**config.mk**
```make
export PLATFORM = sky130hd
export DESIGN_NAME = steer_arbiter
export DESIGN_NICKNAME = d
export VERILOG_FILES = /design/src/rtl/steer_arbiter.sv
export SDC_FILE = /design/constraint.sdc
export NUM_CORES = 1
export LEC_CHECK = 0
export BUFFER_PORTS_ARGS = -buffer_cell sky130_fd_sc_hd__buf_2
export CAP_MARGIN = 20
export CELL_PAD_IN_SITES_DETAIL_PLACEMENT = 2
export CELL_PAD_IN_SITES_GLOBAL_PLACEMENT = 2
export CORE_MARGIN = 2
export CORE_UTILIZATION = 35
export DETAILED_ROUTE_END_ITERATION = 10
export PLACE_DENSITY_LB_ADDON = 0.1
export SYNTH_ARGS = -nofsm -noshare
export SYNTH_HDL_FRONTEND = slang
export SYNTH_SLANG_ARGS = --single-unit
```
**constraint.sdc**
```tcl
create_clock -name clock -period 4.4 [get_ports clock]
set_input_delay 0.66 -clock clock [delete_from_list [all_inputs] [get_ports clock]]
set_output_delay 0.66 -clock clock [all_outputs]
set_load 0.01 [all_outputs]
```
**src/rtl/steer_arbiter.sv**
```systemverilog
`default_nettype none
// +--------------------------------------------------------------------------+
// | steer_arbiter: shares the steering position register between the video   |
// | tracker and the override controller; optional STEER_RATE_LIMIT_EN clamp.  |
// | Revision: 1.0                                                            |
// +--------------------------------------------------------------------------+
module steer_arbiter #(
  parameter logic [7:0]  POS_MIN  = 8'd0,
  parameter logic [7:0]  POS_MAX  = 8'd255,
  parameter logic [7:0]  POS_INIT = 8'd128,
  parameter logic [15:0] HOLDOFF  = 16'd1000,
  parameter logic [7:0]  MAX_STEP = 8'd8
) (
  input  logic       clock,
  input  logic       reset,
  input  logic       trk_valid,
  input  logic       trk_dir,
  input  logic [7:0] trk_val,
  output logic       trk_grant,
  input  logic       ovr_valid,
  input  logic       ovr_dir,
  input  logic [7:0] ovr_val,
  output logic       ovr_grant,
  output logic [7:0] pos,
  output logic       pos_valid,
  input  logic       drv_ready,
  output logic       owner,
  output logic       busy
);

  typedef enum logic [1:0] {
    S_IDLE  = 2'd0,
    S_APPLY = 2'd1,
    S_ISSUE = 2'd2
  } state_t;

  state_t      r_state;
  state_t      w_state_next;

  logic        r_slot_full;
  logic        r_slot_dir;
  logic [7:0]  r_slot_val;
  logic        r_dir;
  logic [7:0]  r_val;
  logic [15:0] r_holdoff;
  logic        r_trk_grant;
  logic        r_ovr_grant;
  logic [7:0]  r_pos;
  logic        r_pos_valid;

  logic        w_ovr_pend;
  logic        w_ovr_dir;
  logic [7:0]  w_ovr_val;
  logic        w_ovr_take;
  logic        w_trk_take;
  logic        w_pos_load;
  logic [7:0]  w_step;
  logic [8:0]  w_sum;
  logic [7:0]  w_next_pos;

  // A strobe arriving this very cycle is visible before it lands in the slot.
  assign w_ovr_pend = r_slot_full | ovr_valid;
  assign w_ovr_dir  = ovr_valid ? ovr_dir : r_slot_dir;
  assign w_ovr_val  = ovr_valid ? ovr_val : r_slot_val;

`ifdef STEER_RATE_LIMIT_EN
  assign w_step = (r_val > MAX_STEP) ? MAX_STEP : r_val;
`else
  logic w_unused_max_step;
  assign w_step            = r_val;
  assign w_unused_max_step = ^MAX_STEP;
`endif

  assign w_sum = {1'b0, r_pos} + {1'b0, w_step};

  always_comb begin
    w_next_pos = r_pos;
    if (r_dir) begin
      if ({1'b0, r_pos} < ({1'b0, w_step} + {1'b0, POS_MIN}))
        w_next_pos = POS_MIN;
      else
        w_next_pos = r_pos - w_step;
    end else begin
      if (w_sum > {1'b0, POS_MAX})
        w_next_pos = POS_MAX;
      else
        w_next_pos = w_sum[7:0];
    end
  end

  always_comb begin
    w_state_next = r_state;
    w_ovr_take   = 1'b0;
    w_trk_take   = 1'b0;
    w_pos_load   = 1'b0;
    case (r_state)
      S_IDLE: begin
        if (w_ovr_pend) begin
          w_ovr_take   = 1'b1;
          w_state_next = S_APPLY;
        end else if (trk_valid && (r_holdoff == 16'd0)) begin
          w_trk_take   = 1'b1;
          w_state_next = S_APPLY;
        end
      end
      S_APPLY: begin
        if (w_next_pos != r_pos) begin
          w_pos_load   = 1'b1;
          w_state_next = S_ISSUE;
        end else begin
          w_state_next = S_IDLE;
        end
      end
      S_ISSUE: begin
        if (drv_ready)
          w_state_next = S_IDLE;
      end
      default: w_state_next = S_IDLE;
    endcase
  end

  always_ff @(posedge clock) begin
    if (reset)
      r_state <= S_IDLE;
    else
      r_state <= w_state_next;
  end

  always_ff @(posedge clock) begin
    if (reset) begin
      r_slot_full <= 1'b0;
      r_slot_dir  <= 1'b0;
      r_slot_val  <= 8'd0;
      r_dir       <= 1'b0;
      r_val       <= 8'd0;
      r_holdoff   <= 16'd0;
      r_trk_grant <= 1'b0;
      r_ovr_grant <= 1'b0;
      r_pos       <= POS_INIT;
      r_pos_valid <= 1'b0;
    end else begin
      r_trk_grant <= w_trk_take;
      r_ovr_grant <= w_ovr_take;

      // The slot empties once its grant is out, unless a newer strobe lands.
      if (ovr_valid) begin
        r_slot_full <= 1'b1;
        r_slot_dir  <= ovr_dir;
        r_slot_val  <= ovr_val;
      end else if (r_ovr_grant) begin
        r_slot_full <= 1'b0;
      end

      if (w_ovr_take) begin
        r_dir     <= w_ovr_dir;
        r_val     <= w_ovr_val;
        r_holdoff <= HOLDOFF;
      end else begin
        if (w_trk_take) begin
          r_dir <= trk_dir;
          r_val <= trk_val;
        end
        if (r_holdoff != 16'd0)
          r_holdoff <= r_holdoff - 16'd1;
      end

      if (w_pos_load) begin
        r_pos       <= w_next_pos;
        r_pos_valid <= 1'b1;
      end else if ((r_state == S_ISSUE) && drv_ready) begin
        r_pos_valid <= 1'b0;
      end
    end
  end

  assign trk_grant = r_trk_grant;
  assign ovr_grant = r_ovr_grant;
  assign pos       = r_pos;
  assign pos_valid = r_pos_valid;
  assign owner     = (r_holdoff != 16'd0);
  assign busy      = (r_state != S_IDLE);

endmodule
`default_nettype wire

```
# Yosys cells after proc, flatten, opt, wreduce, memory -nomap -nowiden

Cells that the tools add are included.

Register bits after elaboration: 48
Input bits: 23
Output and inout port bits: 13

Add/sub/neg operators: 3
$lt $le $gt $ge: 2
Eq/ne operators: 5
Muxes and demuxes: 27
Bitwise logic cells: 1
Reduce and logical (&&, ||, !) cells: 12

Operators by type and width:

| operator              | count |
|---|---|
| $mux 8                | 6 |
| $mux 10               | 2 |
| $logic_not 16->1      | 1 |
| $reduce_bool 16->1    | 1 |
| $sub 16x1->16 const B | 1 |
| $mux 1                | 14 |
| $reduce_bool 2->1     | 5 |
| $add 8x8->9           | 1 |
| $gt 9x8->1 const B    | 1 |
| $lt 8x8->1            | 1 |
| $mux 2                | 4 |
| $ne 8x8->1            | 1 |
| $sub 8x8->8           | 1 |
| $pmux 2 s3            | 1 |
| $ne 3x3->1 const B    | 1 |
| $eq 2x1->1 const B    | 1 |
| $eq 2x2->1 const B    | 1 |
| $logic_and 1x1->1     | 2 |
| $logic_not 2->1       | 1 |
| $ne 2x2->1 const B    | 1 |
| $reduce_and 2->1      | 1 |
| $reduce_or 2->1       | 1 |
| $or 1x1->1            | 1 |

# Longest topological paths before layout

Depth in word-level cells: 8
Gate-level depth with buffers: 13
Gate-level depth less buffers: 13

# Worst setup path after synthesis

No wires, ideal clock.

Kind: register to register
Start: register r_pos[0], in the netlist pos[0]
End: register r_pos[0], in the netlist pos[0]
Setup time: 0.121 ns
Data arrival time: 2.754 ns
Data required time: 4.279 ns
Path slack: 1.525 ns
Stages on the path, launching flop included: 14
Path buffers: 0
Clock period less this slack: 2.875 ns
Cells stage by stage: dfxtp_1 -> inv_1 -> ha_1 -> inv_1 -> fa_1 -> a211oi_4 -> nor3_1 -> nor3_2 -> a221oi_4 -> xor2_1 -> nor3_1 -> o2111a_2 -> a31oi_4 -> mux2_4

Cells in the longest elaborated chain, start to end: 7
Elaborated cells between the ends (all ways): 10

Ends and longest elaborated chain:

| what                   | line | RTL |
|---|---|---|
| from (decl)            | 48   | `logic [7:0] r_pos;` |
| from (signal assigned) | 168  | `r_pos <= w_next_pos;` |
| $add 8x8->9            | 74   | `assign w_sum = {1'b0, r_pos} + {1'b0, w_step};` |
| $gt 9x8->1             | 84   | `if (w_sum > {1'b0, POS_MAX})` |
| $mux 8                 | 84   |  |
| $mux 8                 | 78   | `if (r_dir) begin` |
| $ne 8x8->1             | 107  | `if (w_next_pos != r_pos) begin` |
| $mux 1                 | 107  |  |
| $mux 1                 | 96   | `case (r_state)` |

Several ways; a longest one is shown, not always the timed one.
A chain may end at the register's enable or synchronous reset.

# Worst setup path in the final report

Ends and elaborated chain as after synthesis.

==> results.md <==
- Total Wirelength: just over 8000 um
- Worst path bufs/invs: 2
- Kind of cell adding the most delay to the critical path: compound AO/OA/AOI/OAI gates
- # hold bufs at CTS: 0
- Final Skew: 0.0102 ns
- Input/output buffers: 35
- Required @ worst endpoint: about 4.6 ns
- Worst-case hold slack: between 0.4 and 0.5 ns
- Part of the power in registers: 37.2%
- Clock latency on the worst-skew pair: about 0.30 ns
- CTS Root Buffer Type: clkbuf_8
- Crit-path cells: inv_1, ha_1, inv_1, fa_1, a211oi_4, nor3_1, nor3_2, a221oi_4, xor2_1, nor3_1, o2111a_2, a31oi_4, mux2_4
- Buffer count from post-CTS setup fixing: 0
- #FFs+latches synth: 48
- Placed Instances: 469
- Metal2 WL: 4120 um
- Synthesized net count: 385
- Total gr overflow: 0
- Ys Warns: 0
- CTS tree: done
- Initial antenna violation count: 0
- Drt first pass iters: 4
- Sw Pwr: approximately 0.58 mW
- Worst-path clk slew: approximately 0.09 ns
- Die height: a little under 100 um
- Post-route ant nets: 0
- Final Critical Period: 3.30 ns
- Avg Cell Area, Syn: 8.74 sq um
- IO Count: 36
- Maximum vdd ir drop: 0.000160 V
- P_leak: 1.38 nW
- Share of cells above drive strength 1: between 10% and 20%
- Global-route wire length before repair: around 14000 um
- Max_slew headroom: 50.5%
- # DRC: 0
- Met3 wire length: around 220 um
- Fmax: 303 MHz
- Syn Inst Count: 343
- Full die area: just over 9000 sq um
- Filler cells: 971
- Largest net degree at the start of global routing: 41
- Routed len/inst: around 17 um
- Via count: 2466
- CP endpoint kind: flip-flop
- Setup violators final: 0
- H-tree lvl count: 2
- Unrepaired setup endpoints after global routing: no
- Core box area: 8260 sq um
- Number of synthesized flops with an enable pin: 0
- Worst-Margin Slew: 0.741 ns
- Internal power: 0.899 mW
- Pwr Density: roughly 440 nW/um^2
- Status: finished clean
- Die width: 96.6 um
- WL met1: about 3800 um
- Switching Share: between 30% and 40%
- Final period utilization: 75.0%
- CP max stage delay: 0.44 ns
- Top Metal Used: met4
- Clock Tree Buf Depth: 2
- Area Growth Syn to Fin: 10.8%
- Final hold vios: 0
- CP startpoint kind: flip-flop
- CP max stage cell: fa_1
- Max FO, Critical Path: 5
- Antenna Cells: 0
- Max-slew violations: 0
- Ys flop type: dfxtp_1
- Final Power: 1.48 mW
- Worst hold path type: reg2reg
- Fin nets: 413
- Unique masters post-synth: 64
- Non-filler cells, final: 477
- # clock sinks: 48
- Asr flop ratio synth: 0%
- Overall Global Routing Usage: a little under a fifth
- Commonest non-fill, non-tap cell in the layout: dfxtp_1
- Max cap viols: 0
- Crit path kind: reg2reg
- Gate power share: 44.4%
- Leading cell types in the layout, fill and taps excluded: dfxtp_1 (48), nor2_1 (46), buf_2 (35)
- Initial Util: a little over a third
- Rows: 33
- GP Congestion: 0.791
- Via density: just over 5
- DPL Wire Length: 6600 um
- Synthesized cell area: 3000 sq um
- Clock network power share: between 15 and 20%
- Setup TNS: 0 ns
- # resized after CTS: 0
- DRT iter0 DRCs: a little under 50
- Critical Path AT: 3.50 ns
- Seq/Total Area, Yosys: 32.1%
- TritonCTS Buffers: 5
- Vias in the first global route: 2717
## registers in the layout (all words and copies together), names as in the netlist, 2 cells and up
register    count
r_holdoff      16
r_slot_val      8
r_state         2
pos             8
r_val           8
## worst paths after layout
check / startpoint / end / slack, ns / cells past startpoint
hold reg to reg: pos_valid / pos_valid / 0.47 / 2
setup reg to reg: pos[0] / pos[0] / 1.10 / 13
hold / removal: pos_valid / pos_valid / 0.47 / 2
setup / recovery: pos[0] / pos[0] / 1.10 / 13
## worst register-to-register path, cell delays in order (launching register included)
cell and delay (ns):
dfxtp_1 0.36, inv_1 0.09, ha_1 0.17, inv_1 0.06, fa_1 0.44, a211oi_4 0.31
nor3_1 0.14, nor3_2 0.39, a221oi_4 0.08, xor2_1 0.19, nor3_1 0.23, o2111a_2 0.27
a31oi_4 0.14, mux2_4 0.33
## power by group through the flow
stage               Clock, mW  Combinational [mW]  Sequential (mW)
floorplan                   0               0.514            0.546
CTS                     0.287               0.665            0.550
global route            0.303               0.728            0.560
detailed placement          0               0.660            0.560
global placement            0               0.646            0.555
finish                  0.272               0.654            0.548
## layout make-up
cell class,instances,area [sq um],area share [%]
repair buffers,36,183,5.50
clock buffers,7,86.3,2.60
multi-input cells,259,1870,56.4
clock inverters,1,7.51,0.226
well taps,105,131,3.96
inverters,21,78.8,2.37
flip-flops and latches,48,961,28.9
## synthesized netlist by cell type (all sizes together), types with 3 or more instances
cell	number	share of area [%]
dfxtp	48	32
o211ai	3	0.75
o21bai	4	1.0
nor2	47	6.0
xnor2	19	5.6
clkbuf	6	0.75
nand2b	10	2.3
inv	21	2.6
nor2b	4	1.1
a2111oi	3	1.5
nand2	20	2.5
o21ai	13	2.3
a211oi	4	1.4
nor3	12	2.2
mux2i	13	4.3
or2	6	1.3
buf	9	2.1
a31oi	6	1.8
o22ai	5	1.0
ha	17	7.1
nor4	4	1.0
a21oi	25	4.2
mux2	7	2.9
xor2	8	2.3
## per-layer routing
metal / GRT usage (%) / up-vias
met5: 0 / -
met4: 4.11 / 0
met3: 3.34 / 8
met2: 33.9 / 23
met1: 24.1 / 1199
li1: - / 1236
## cells by family (layout without fill, tap and decap cells)
logic type                 Yosys count  in the layout  synth area share, %
and+or+nand+nor                    117            117                 19.7
AOI/OAI and AO/OA                   76             76                 19.2
DFF                                 48             48                 32.1
buffers and inverters               36             65                 5.47
xor gates and xnor gates            27             27                 7.89
muxes                               20             20                 7.22
adders and majority gates           19             19                 8.43
## through the flow
| step | util [%] | cell area, sq um | setup WS [ns] |
|---|---|---|---|
| floorplan | - | 3000 | 1.52 |
| global placement | 39.1 | 3230 | 1.14 |
| detailed placement | 39.1 | 3230 | 1.11 |
| CTS | 40.2 | 3320 | 1.09 |
| global route | 40.2 | 3320 | 0.920 |
| finish | 40.2 | 3320 | 1.10 |
Note: power is estimated with default switching activity, not from simulation.
